[config.mk]
export PLATFORM = sky130hd
export DESIGN_NAME = decoder_rr_arbiter
export DESIGN_NICKNAME = d
export VERILOG_FILES = /design/src/rtl/decoder_rr_arbiter.sv
export SDC_FILE = /design/constraint.sdc
export NUM_CORES = 1
export LEC_CHECK = 0
export CAP_MARGIN = 20
export CORE_ASPECT_RATIO = 0.8
export CORE_UTILIZATION = 45
export DETAILED_ROUTE_END_ITERATION = 12
export PLACE_DENSITY = 0.66
export SYNTH_ARGS = -nofsm -noshare
export SYNTH_HDL_FRONTEND = slang
export SYNTH_SLANG_ARGS = --single-unit
[constraint.sdc]
create_clock -name clk -period 8.2 [get_ports clk]
set_input_delay 1.64 -clock clk [delete_from_list [all_inputs] [get_ports clk]]
set_output_delay 1.64 -clock clk [all_outputs]
set_load 0.02 [all_outputs]
[src/rtl/decoder_rr_arbiter.sv]
// Round-robin arbiter for one 3-to-8 decoded resource select shared by 8 requesters.
// Grants are held while the requester keeps req high, up to MAX_HOLD cycles.
//
// state | meaning
// ------+--------------------------------------------------------------
// IDLE  | no grant; arbitrate req starting at ptr (break-before-make gap)
// GRANT | gnt_idx owns the select; counting held cycles in hold_cnt
module decoder_rr_arbiter #(
   parameter int MAX_HOLD = 16,
   parameter int HOLD_W   = 5
) (
   input  logic       clk,
   input  logic       reset,
   input  logic [7:0] req,
   output logic       gnt_valid,
   output logic [2:0] gnt_idx,
   output logic [7:0] gnt,
   output logic       timeout
);

   typedef enum logic {IDLE, GRANT} state_t;

   localparam logic [HOLD_W-1:0] HOLD_MAX = HOLD_W'(MAX_HOLD);

   state_t            state, state_nxt;
   logic [2:0]        ptr, ptr_nxt;
   logic [HOLD_W-1:0] hold_cnt, hold_nxt;
   logic [2:0]        idx_nxt;
   logic              valid_nxt;
   logic [7:0]        gnt_nxt;
   logic              timeout_nxt;
   logic [2:0]        pick;
   logic [2:0]        cand;
   logic              found;

   // First set request bit scanning ptr, ptr+1, ... with 3-bit wrap.
   always_comb begin
      pick  = ptr;
      cand  = ptr;
      found = 1'b0;
      for (int i = 0; i < 8; i++) begin
         cand = ptr + 3'(i);
         if (!found && req[cand]) begin
            pick  = cand;
            found = 1'b1;
         end
      end
   end

   always_comb begin
      state_nxt   = state;
      idx_nxt     = gnt_idx;
      valid_nxt   = gnt_valid;
      ptr_nxt     = ptr;
      hold_nxt    = hold_cnt;
      timeout_nxt = 1'b0;
      case (state)
         IDLE: begin
            valid_nxt = 1'b0;
            if (found) begin
               idx_nxt   = pick;
               valid_nxt = 1'b1;
               hold_nxt  = HOLD_W'(1);
               state_nxt = GRANT;
            end
         end
         GRANT: begin
            if (!req[gnt_idx]) begin
               valid_nxt = 1'b0;
               ptr_nxt   = gnt_idx + 3'd1;
               state_nxt = IDLE;
            end else if (hold_cnt == HOLD_MAX) begin
               valid_nxt   = 1'b0;
               ptr_nxt     = gnt_idx + 3'd1;
               timeout_nxt = 1'b1;
               state_nxt   = IDLE;
            end else begin
               hold_nxt = hold_cnt + HOLD_W'(1);
            end
         end
         default: begin
            valid_nxt = 1'b0;
            state_nxt = IDLE;
         end
      endcase
      // Registered one-hot keeps the decoder select glitch-free and independent of req.
      gnt_nxt = valid_nxt ? (8'b0000_0001 << idx_nxt) : 8'b0;
   end

   always_ff @(posedge clk or negedge reset) begin
      if (!reset) begin
         state     <= IDLE;
         gnt_valid <= 1'b0;
         gnt_idx   <= 3'd0;
         gnt       <= 8'b0;
         timeout   <= 1'b0;
         ptr       <= 3'd0;
         hold_cnt  <= '0;
      end else begin
         state     <= state_nxt;
         gnt_valid <= valid_nxt;
         gnt_idx   <= idx_nxt;
         gnt       <= gnt_nxt;
         timeout   <= timeout_nxt;
         ptr       <= ptr_nxt;
         hold_cnt  <= hold_nxt;
      end
   end

endmodule

# After elaboration in Yosys (flattened, before gate mapping)
# Cells that the tools add are included.
# classes
add_sub_neg	9
shifts	1
n_eq_ne	5
order_cmp	9
bitwise_logic	1
n_mux	52
n_reduce_logical	16
# ops
cell	n
< comparator 3 x 4 -> 1 bit, second input constant	9
two-way mux 3 bit	11
binary-select mux 1 bit (select 3 bit)	9
two-way mux 1 bit	25
two-way mux 5 bit	3
adder 3 bit, second input constant	4
one-hot mux 5 bit (2 select lines)	1
two-way mux 8 bit	1
left shift 1 x 3 -> 8 bit, first input constant	1
logical AND 1 bit	7
logical NOT 1 bit	7
adder 3 x 1 -> 3 bit, second input constant	2
adder 3 x 2 -> 3 bit, second input constant	2
adder 5 x 1 -> 5 bit, second input constant	1
equality test 5 bit, second input constant	1
inequality test 2 x 1 -> 1 bit, second input constant	2
inequality test 2 bit, second input constant	2
one-hot mux 1 bit (2 select lines)	2
AND reduction 3 bit	1
AND reduction 2 bit	1
NOT 1 bit	1
# word_totals
elab_cells	100
reg_bits	22
output_inout_bits	13
inputBits	10

# Longest topological paths before layout
# Gate-level depths: netlist of the first run.
# depth
depth_word	28
mapped_depth	14
ltp_nobuf	10

# Worst setup path after synthesis of the first run
# No wires, ideal clock.
# synth_path
kind	input to register
start	in req[2]
end	reg gnt[6]
arrival_time_ns	3.802
required_time_ns	8.120
path_slack_ns	4.318
cell_stages	9
path_cell_list	clkbuf_2 mux4_1 mux2_4 a21oi_2 a221oi_1 or3_1 o311a_1 a311oi_4 nor3b_2
# synth_via
elab_chain_len	28
word_cells_on_any_way	54
cone_classes	1 x shift; 39 x mux; 14 x reduce/logical
# synth_rtl
element	line_no	text
from (decl)	14	input logic [7:0] req,
binary-select mux 1 bit (select 3 bit)	43	if (!found && req[cand]) begin
two-way mux 1 bit (implied by the code)	43	
two-way mux 1 bit	43	
logical NOT 1 bit	43	
logical AND 1 bit	43	
two-way mux 1 bit	43	
logical NOT 1 bit	43	
logical AND 1 bit	43	
[14 not listed]	-	
logical AND 1 bit	43	
two-way mux 3 bit or two-way mux 1 bit (tied branches)	43	
two-way mux 3 bit (*)	60	if (found) begin
two-way mux 3 bit (*)	57	case (state)
named net idx_nxt[1]	28	logic [2:0] idx_nxt;
left shift 1 x 3 -> 8 bit (*)	87	gnt_nxt = valid_nxt ? (8'b0000_0001 << idx_nxt) : 8'b0;
two-way mux 8 bit (*)	87	
named net gnt_nxt[6]	30	logic [7:0] gnt_nxt;
to (signal assigned)	103	gnt <= gnt_nxt;
to (decl)	17	output logic [7:0] gnt,
# The timed path passes the listed nets; every way through them passes the cells marked *. The select of a mux whose other input is x is not followed.
# A chain may end at the register's enable or synchronous reset.

# Worst setup path after layout of the first run
# layout_path
start	in req[3]
end	reg gnt[0]
# layout_via
elab_chain_len	28
word_cells_on_any_way	54
cone_classes	1 x shift; 39 x mux; 14 x reduce/logical
# layout_rtl
element	line_no
binary-select mux 1 bit (select 3 bit)	43
two-way mux 1 bit (implied by the code)	43
two-way mux 1 bit	43
logical NOT 1 bit	43
logical AND 1 bit	43
two-way mux 1 bit	43
logical NOT 1 bit	43
logical AND 1 bit	43
[13 not listed]	-
logical NOT 1 bit	43
logical AND 1 bit	43
two-way mux 3 bit or two-way mux 1 bit (tied branches)	43
two-way mux 3 bit	60
two-way mux 3 bit	57
left shift 1 x 3 -> 8 bit	87
two-way mux 8 bit (*)	87
named net gnt_nxt[0]	30
# Marked as above.

==> results of run 1 <==
registers in the layout (all words and copies together), names as in the netlist:
| register | count |
|---|---|
| gnt | 8 |
| gnt_idx | 3 |
| gnt_valid | 1 |
| hold_cnt | 5 |
| ptr | 3 |
| state | 1 |
| timeout | 1 |
power by group through the flow:
stage          Combinational, µW  Sequential [µW]  Clock, µW
3_5_place_dp                 812              210          0
5_1_grt                      891              215        108
2_1_floorplan                642              208          0
4_1_cts                      818              208        103
3_3_place_gp                 799              207          0
6_report                     825              208        101
layer usage:
metal	vias up	track usage [%]
met3	14	3.796
met2	69	34.69
li1	770	-
met1	835	29.04
met5	-	0
met4	0	5.220
metrics by stage:
step / std cells / utilization (%) / hold slack (ns)
after floorplan: 196 / - / 0.4876
after global placement: 263 / 52.80 / 0.5207
after detailed placement: 263 / 52.80 / 0.5366
after CTS: 267 / 54.48 / 0.5487
after global routing: 267 / 54.48 / 0.5607
final: 267 / 54.48 / 0.5490
critical path: cells and delay by family:
family | cells | cell delay, ns
multiplexers | 1 | 0.62
AND/OR/NAND/NOR | 4 | 1.12
buffers and inverters | 1 | 0.59
AO/OA/AOI/OAI | 2 | 0.69
cells by family (layout without fill, tap and decap cells):
kind of cell | after synthesis | after routing | share of synthesized area [%]
DFF | 22 | 22 | 27.40
xor gates and xnor gates | 7 | 7 | 3.425
buffers and inverters | 20 | 34 | 5.043
adders and majority gates | 5 | 5 | 3.113
AOI/OAI and AO/OA | 39 | 39 | 15.94
and+or+nand+nor | 67 | 67 | 17.56
muxes | 36 | 36 | 27.52
Yosys cell counts, types with 3 or more instances:
cell,number,share of area (%)
nand2_1,18,3.4
mux2_2,4,2.2
nor3b_1,3,1.1
nand3_1,7,1.7
inv_1,6,1.1
xnor2_1,4,1.7
o21ai_0,6,1.5
nor2b_1,6,1.9
mux4_2,10,11
ha_1,5,3.1
nor2_1,16,3.0
a21oi_1,4,1.0
a22oi_1,3,1.1
mux2i_1,17,8.5
dfrtp_1,22,27
buf_2,7,1.7
cell type report:
class                   count  area (µm²)
fillers                   364        1926
flip-flops and latches     22       550.5
inverters                   7       26.28
clock buffers               3       41.29
clock inverters             1       30.03
well taps                  57       71.32
repair buffers             23       227.7
multi-input cells         154        1358
how the worst min path moves through the flow:
stage,from,endpoint,slack [ns],cells after the start
after floorplan,hold_cnt[0]$_DFFE_PN0P_,hold_cnt[0]$_DFFE_PN0P_,0.49,1
after global placement,hold_cnt[0]$_DFFE_PN0P_,hold_cnt[0]$_DFFE_PN0P_,0.52,1
after detailed placement,hold_cnt[0]$_DFFE_PN0P_,hold_cnt[0]$_DFFE_PN0P_,0.54,1
after CTS,hold_cnt[0]$_DFFE_PN0P_,hold_cnt[0]$_DFFE_PN0P_,0.55,1
after global routing,hold_cnt[0]$_DFFE_PN0P_,hold_cnt[0]$_DFFE_PN0P_,0.56,1
final,hold_cnt[0]$_DFFE_PN0P_,hold_cnt[0]$_DFFE_PN0P_,0.55,1
==> metrics.cfg, run 1 <==
[cts]
ctsRootBufferMaster=clkbuf_8
clk_latency_ns=0.26
clkTransAtPathRegs_ns=0.09
ctsHtreeMaxLevel=1
hold_buffers=0
numCtsBuffers=3
cts_tree=yes
clock-sinks=22
cts_buffer_depth=2
post_cts_resized=0
post_cts_buffers=0

[route]
dr_wl_met3_um=325
ant_nets=0
vias=1688
drcViolationCount=0
first_pass_iters=4
drt-initial-drc-count=157
top_layer=met4
wl_per_cell_um=18.26
finalWirelength_mm=4.876
vias_per_cell=6.322
drt-met1-wl_mm=2.164
routed-wl-met2_mm=2.294

[critical_path]
reg2reg_to=gnt[6]$_DFF_PN0_
critPathLaunchType=primary input
crit_end=gnt[0]$_DFF_PN0_
rr_startpoint=ptr[1]$_DFFE_PN0P_
cp-end-kind=flop
critPathRequiredTime_ns=8.36
path_cells=clkdlybuf4s50_1 -> mux4_2 -> or2_1 -> a31oi_2 -> nor2_1 -> or3_1 -> a32oi_2 -> nor3b_1
crit_path_max_fanout=10
max_stage_delay_ns=0.62
cp.arrival_ns=4.69
reg2reg_depth=9
crit_slowest_cell=mux4_2
cp-startpoint=req[3]
path_class=in -> reg
reg2reg_setup_slack_ns=4.20

[die]
dieHeight_um=61.77
core_area_mm2=0.004230
die_w_um=76.71
start_util_pct=47.50
row_count=21
dieArea_mm2=0.004738
io_pins=23

[place]
gp_congestion=0.9340
dp_hpwl_mm=3.636
dpl_worst_slack_ns=3.501
port_buffers=22
place_area_mm2=0.002233

[job]
max_cap_viol_count=0

[outcome]
status=finished, final reports clean

[sta]
fin_ws_ns=3.674
finalSetupViolCount=0
min_period_ns=4.526
slew_headroom_pct=35.86
final_max_slew_viol_count=0
skew_ns=0.008656
fin_tns_setup_ns=0
worst-slew-pin-transition_ns=0.9591
fmax_mhz=220.9
hold_violations=0
fin_crit_sh_pct=55.19
rsz0062_at_grt=no

[synth]
yosysSeqAreaShare_pct=27.40
synth_edf_count=0
syn_area_mm2=0.002009
synth_cell_types=54
synth_nets=211
async_flop_share_pct=100.0
ys_seq_elements=22
avgSynthCellArea_um2=10.25
yosys_warnings=0
ys.flop_type=dfrtp_1
netlist_instances=196

[final_layout]
drive_gt1_share_pct=15.24
antenna_cells=0
syn_to_final_growth_pct=14.69
fin_area_mm2=0.002305
final_net_count=226
final_cell_mix=dfrtp_1 (22), clkdlybuf4s50_1 (22), nand2_1 (18), mux2i_1 (17), nor2_1 (16)

[pwr]
combPwrFrac_pct=72.8
swShare_pct=48.27
leakagePower_uw=0.0009242
powerDensity_mw_per_mm2=492.2
power.switching_uw=547.5
pwr-share-seq_pct=18.3
intPower_uw=586.8
power.share.clock_pct=8.9
p_total_uw=1134
ir_worst_vdd_mv=0.2805

[global_route]
grt_pass1_vias=1519
grt_max_degree=23
grt_pass1_wl_mm=7.659
grt-ovfl-total=0
grt_antenna_before_repair=0
track_usage_pct=20.95

[hold_path]
hp-class=reg -> reg

No activity file was read; power rests on OpenSTA's default activity.
==> inputs of run 2 (changes only) <==
Settings changed: PLACE_DENSITY 0.66 to 0.69.
Clock period 8.2 ns to 3.8 ns, I/O delays scaled along.
==> run 2 against run 1 <==
  * Routed wire length down 6.8%
  * Flip-flop and latch count unchanged
  * Setup slack worse by 3.4 ns
  * Global-route usage fell by 0.97 points
  * Largest cell class unchanged
==> metrics.cfg, run 2 (synthesized netlist as in run 1, its figures left out) <==
[outcome]
status=finished, final reports clean

[sta]
worst-slew-pin-transition_ns=0.9765  ; +0.01739 ns
fin_tns_setup_ns=0  ; unchanged
fin_hold_ws_ns=0.5292  ; -0.01980 ns
hold_violations=0  ; unchanged
min_period_ns=3.504
rsz0062_at_grt=no
skew_ns=0.001220  ; -0.007436 ns
finalSetupViolCount=0  ; unchanged
final_max_slew_viol_count=0  ; unchanged
fin_crit_sh_pct=92.22
slew_headroom_pct=34.70  ; -1.2 points
fmax_mhz=285.4

[critical_path]
reg2reg_setup_slack_ns=0.34  ; -3.86 ns
critPathRequiredTime_ns=3.96  ; -4.40 ns
crit_path_max_fanout=10  ; unchanged
cp.arrival_ns=3.67  ; -1.02 ns
crit_end=gnt[2]$_DFF_PN0_
reg2reg_to=gnt[7]$_DFF_PN0_
max_stage_delay_ns=0.61  ; about the same
crit_slowest_cell=mux4_1
cp-startpoint=req[5]
path_cells=clkdlybuf4s50_1 -> mux4_1 -> nand2b_1 -> a31oi_1 -> nor2_1 -> o31ai_1 -> xnor2_1 -> o22a_1 -> and3b_1
rr_startpoint=ptr[1]$_DFFE_PN0P_
reg2reg_depth=10  ; +1
critPathLaunchType=primary input
cp-end-kind=flop
path_class=in -> reg

[die]
row_count=21  ; unchanged
core_area_mm2=0.004230  ; unchanged
dieArea_mm2=0.004738  ; unchanged
io_pins=23  ; unchanged
start_util_pct=47.50  ; unchanged
die_w_um=76.71  ; unchanged
dieHeight_um=61.77  ; unchanged

[route]
wl_per_cell_um=16.41  ; -10%
finalWirelength_mm=4.545  ; -6.8%
first_pass_iters=4  ; unchanged
vias_per_cell=5.910  ; -6.5%
drt-initial-drc-count=115  ; -27%
ant_nets=0  ; unchanged
vias=1637  ; -3.0%
drcViolationCount=0  ; unchanged

[cts]
cts_buffer_depth=2  ; unchanged
clock-sinks=22  ; unchanged
post_cts_buffers=0  ; unchanged
ctsRootBufferMaster=clkbuf_8
clkTransAtPathRegs_ns=0.08  ; about the same
post_cts_resized=0  ; unchanged
hold_buffers=0  ; unchanged
cts_tree=yes
ctsHtreeMaxLevel=1  ; unchanged
numCtsBuffers=3  ; unchanged
clk_latency_ns=0.26  ; about the same

[final_layout]
top_regs=gnt: 8 flops, hold_cnt: 5 flops
antenna_cells=0  ; unchanged
syn_to_final_growth_pct=18.43
instances_no_fill=277  ; +3.7%
final_cell_mix=dfrtp_1 (22), clkdlybuf4s50_1 (22), nand2_1 (18), mux2i_1 (17), nor2_1 (16)
largest_reg_flops=8  ; unchanged
final_net_count=236  ; +4.4%
regMostFlops=gnt
drive_gt1_share_pct=19.09  ; +3.9 points

[pwr]
powerDensity_mw_per_mm2=1052  ; +110%
power.switching_uw=1178  ; +120%
power.share.clock_pct=8.7  ; -0.2 points
swShare_pct=47.04  ; -1.2 points
p_total_uw=2503  ; +120%
intPower_uw=1326  ; +130%
leakagePower_uw=0.0009723  ; +5.2%
pwr-share-seq_pct=16.9  ; -1.4 points
combPwrFrac_pct=74.4  ; +1.6 points
ir_worst_vdd_mv=0.7842  ; +180%

[place]
dp_hpwl_mm=3.425  ; -5.8%
gp_congestion=0.8461  ; -9.4%
port_buffers=22  ; unchanged
dp.cells=273  ; +3.8%

[global_route]
grt_pass1_wl_mm=7.320  ; -4.4%
grt_pass1_vias=1448  ; -4.7%
grt_antenna_before_repair=0  ; unchanged
track_usage_pct=19.98  ; -0.97 points
grt-ovfl-total=0  ; unchanged
grt_max_degree=23  ; unchanged

[hold_path]
hp-class=reg -> reg
hold_path_depth=1  ; unchanged

[job]
max_cap_viol_count=0  ; unchanged

## run 2: critical path: cells and delay by family
| kind | cells | cell delay, ns |
|---|---|---|
| xor+xnor | 1 | 0.24 |
| compound gates | 3 | 0.94 |
| buf+inv | 1 | 0.56 |
| mux | 1 | 0.61 |
| simple gates | 3 | 0.54 |
## run 2: power groups by stage
stage	registers [µW]	logic [µW]	clock network (µW)
floorplan	450	1380	0
global placement	427	1820	0
detailed placement	429	1840	0
CTS	425	1850	221
global route	441	2010	231
finish	424	1860	218
## run 2: worst min path at each step
stage | from | endpoint | slack (ns)
floorplan | reset | gnt[0]$_DFF_PN0_ | 0.46
global placement | hold_cnt[0]$_DFFE_PN0P_ | hold_cnt[0]$_DFFE_PN0P_ | 0.51
detailed placement | hold_cnt[0]$_DFFE_PN0P_ | hold_cnt[0]$_DFFE_PN0P_ | 0.52
CTS | hold_cnt[0]$_DFFE_PN0P_ | hold_cnt[0]$_DFFE_PN0P_ | 0.53
global route | hold_cnt[0]$_DFFE_PN0P_ | hold_cnt[0]$_DFFE_PN0P_ | 0.57
finish | hold_cnt[0]$_DFFE_PN0P_ | hold_cnt[0]$_DFFE_PN0P_ | 0.53
## run 2: metrics by stage
| step | cell area (µm²) | util, % | setup WS, ns |
|---|---|---|---|
| 2_1_floorplan | 2009 | - | 0.5977 |
| 3_3_place_gp | 2308 | 54.57 | 0.06105 |
| 3_5_place_dp | 2308 | 54.57 | 0.03039 |
| 4_1_cts | 2380 | 56.26 | 0.3072 |
| 5_1_grt | 2380 | 56.26 | 0.06659 |
| 6_report | 2380 | 56.26 | 0.2958 |
## run 2: layout make-up
type,count,area [µm²]
clock buffer,3,41.29
clock inverter,1,30.03
fill,373,1851
inverter,7,26.28
multi-input combinational,154,1358
sequential,22,550.5
tap,57,71.32
timing repair buffer,33,302.8
## run 2: routing by layer
metal  part of all wire, %  wire, µm  GRT usage (%)
met2                    44      2008          30.10
met1                    52      2366          30.50
met3                   2.9       133          3.358
met4                  0.79        36          3.297
met5                     0         0              0
==> inputs of run 3 (changes only) <==
Settings changed: PLACE_DENSITY 0.69 to 0.72.
==> run 3 against run 2 <==
  * Clock skew increased by 0.00058 ns
  * Critical path depth unchanged
  * Clock power about the same
  * Final cell count decreased by 0.72%
  * Global-route usage decreased by 0.84 points
  * First-iteration DRC count decreased by 30%
  * Routed wire length decreased by 2.5%
  * Utilization decreased by 0.35 points
  * Critical endpoint unchanged
  * Setup slack got worse by 0.018 ns
  * Cell area decreased by 0.63%
  * Non-clock buffer count decreased by 2
==> metrics.cfg, run 3 (synthesized netlist as in run 1, its figures left out) <==
[outcome]
status=finished, final reports clean

[sta]
slew_headroom_pct=34.58  ; -0.11 points
fmax_mhz=283.9  ; -0.51%
fin_ws_ns=0.2777  ; -0.01809 ns
min_period_ns=3.522  ; +0.01809 ns
fin_crit_sh_pct=92.69  ; +0.48 points
hold_violations=0  ; unchanged
skew_ns=0.001804  ; +0.0005839 ns
rsz0062_at_grt=no
worst-slew-pin-transition_ns=0.9782  ; +0.001693 ns
finalSetupViolCount=0  ; unchanged
final_max_slew_viol_count=0  ; unchanged

[critical_path]
crit_path_max_fanout=10  ; unchanged
cp-startpoint=req[4]
rr_startpoint=ptr[1]$_DFFE_PN0P_
cp-end-kind=flop
crit_slowest_cell=mux4_1
critPathLaunchType=primary input
critPathRequiredTime_ns=3.96  ; about the same
max_stage_delay_ns=0.59  ; -0.02 ns
cp.arrival_ns=3.68  ; about the same
path_cells=clkdlybuf4s50_1 -> mux4_1 -> nand2b_1 -> a31oi_1 -> nor2_1 -> o31ai_1 -> xnor2_1 -> o22a_1 -> and3b_1
path_class=in -> reg

[die]
start_util_pct=47.50  ; unchanged
dieArea_mm2=0.004738  ; unchanged
io_pins=23  ; unchanged
core_area_mm2=0.004230  ; unchanged
row_count=21  ; unchanged
dieHeight_um=61.77  ; unchanged
die_w_um=76.71  ; unchanged

[global_route]
grt-ovfl-total=0  ; unchanged
grt_max_degree=23  ; unchanged
grt_pass1_wl_mm=7.072  ; -3.4%
track_usage_pct=19.14  ; -0.84 points
grt_antenna_before_repair=0  ; unchanged
grt_pass1_vias=1430  ; -1.2%

[cts]
cts_buffer_depth=2  ; unchanged
post_cts_resized=0  ; unchanged
post_cts_buffers=0  ; unchanged
clock-sinks=22  ; unchanged
hold_buffers=0  ; unchanged
cts_tree=yes
ctsHtreeMaxLevel=1  ; unchanged
clkTransAtPathRegs_ns=0.08  ; about the same
ctsRootBufferMaster=clkbuf_8
numCtsBuffers=3  ; unchanged
clk_latency_ns=0.26  ; about the same

[route]
vias=1647  ; +0.61%
drcViolationCount=0  ; unchanged
first_pass_iters=4  ; unchanged
vias_per_cell=5.989  ; +1.3%
wl_per_cell_um=16.12  ; -1.8%
finalWirelength_mm=4.432  ; -2.5%
drt-initial-drc-count=81  ; -30%
ant_nets=0  ; unchanged

[final_layout]
syn_to_final_growth_pct=17.68
largest_reg_flops=8  ; unchanged
drive_gt1_share_pct=18.35  ; -0.74 points
regMostFlops=gnt
ff_latch_area_um2=550.5  ; unchanged
final_cell_mix=dfrtp_1 (22), clkdlybuf4s50_1 (22), nand2_1 (18), mux2i_1 (17), nor2_1 (16)
final_net_count=234  ; -0.85%
final_util_pct=55.90  ; -0.35 points
top_regs=gnt: 8 flops, hold_cnt: 5 flops
fill_cells=360  ; -3.5%
multi_input_area_mm2=0.001358  ; unchanged
antenna_cells=0  ; unchanged

[hold_path]
hp-class=reg -> reg
min-delay-start=hold_cnt[0]$_DFFE_PN0P_

[pwr]
powerDensity_mw_per_mm2=1055  ; +0.30%
leakagePower_uw=0.0009623  ; -1.0%
p_total_uw=2495  ; -0.34%
ir_worst_vdd_mv=0.6798  ; -13%

[place]
gp_congestion=0.8707  ; +2.9%
dp_hpwl_mm=3.358  ; -2.0%
port_buffers=22  ; unchanged
dpl_worst_slack_ns=0.04030  ; +0.009917 ns

[job]
max_cap_viol_count=0  ; unchanged

-- run 3: cell count changes in the layout (fill, tap and decap cells not counted) --
cell / previous run / this run
buf_4: 11 / 9
-- run 3: final cells by class --
type                    count  share of cell area, %
multi-input cells         154                  57.41
flip-flops and latches     22                  23.28
repair buffers             31                  12.17
well taps                  57                  3.016
clock buffers               3                  1.746
clock inverters             1                  1.270
inverters                   7                  1.111
-- run 3: final timing paths --
kind	to	slack, ns	depth (start not counted)
worst max-delay path	gnt[2]$_DFF_PN0_	0.28	9
worst min-delay path	hold_cnt[0]$_DFFE_PN0P_	0.54	1
worst max register to register	gnt[6]$_DFF_PN0_	0.41	10
worst min register to register	hold_cnt[0]$_DFFE_PN0P_	0.54	1
max in group asynchronous	gnt[6]$_DFF_PN0_	2.17	1
min in group asynchronous	hold_cnt[3]$_DFFE_PN0P_	1.04	1
-- run 3: stage by stage --
step           hold WS [ns]  TNS [ns]  instance area [µm²]  std cells
2_1_floorplan        0.4644         0                 2009        196
5_1_grt              0.5912         0                 2365        275
6_report             0.5399         0                 2365        275
3_3_place_gp         0.5121  -0.02717                 2293        271
3_5_place_dp         0.5292         0                 2293        271
4_1_cts              0.5397         0                 2365        275
-- run 3: routing by layer --
metal,GRT usage [%],vias to the layer above,routed length [µm]
li1,-,780,-
met1,29.60,819,2183
met2,29.46,48,1975
met3,3.066,0,273
met4,1.374,0,0
met5,0,-,0
-- run 3: critical path: cells and delay by family --
kind | cells | cell delay (ns)
multiplexers | 1 | 0.59
XOR/XNOR | 1 | 0.24
AND/OR/NAND/NOR | 3 | 0.54
buffers and inverters | 1 | 0.58
AO/OA/AOI/OAI | 3 | 0.96
-- run 3: where the power goes --
part           internal [µW]  switching, µW
clock network            141           75.0
logic                    872            982
registers                320            105
total                   1330           1160
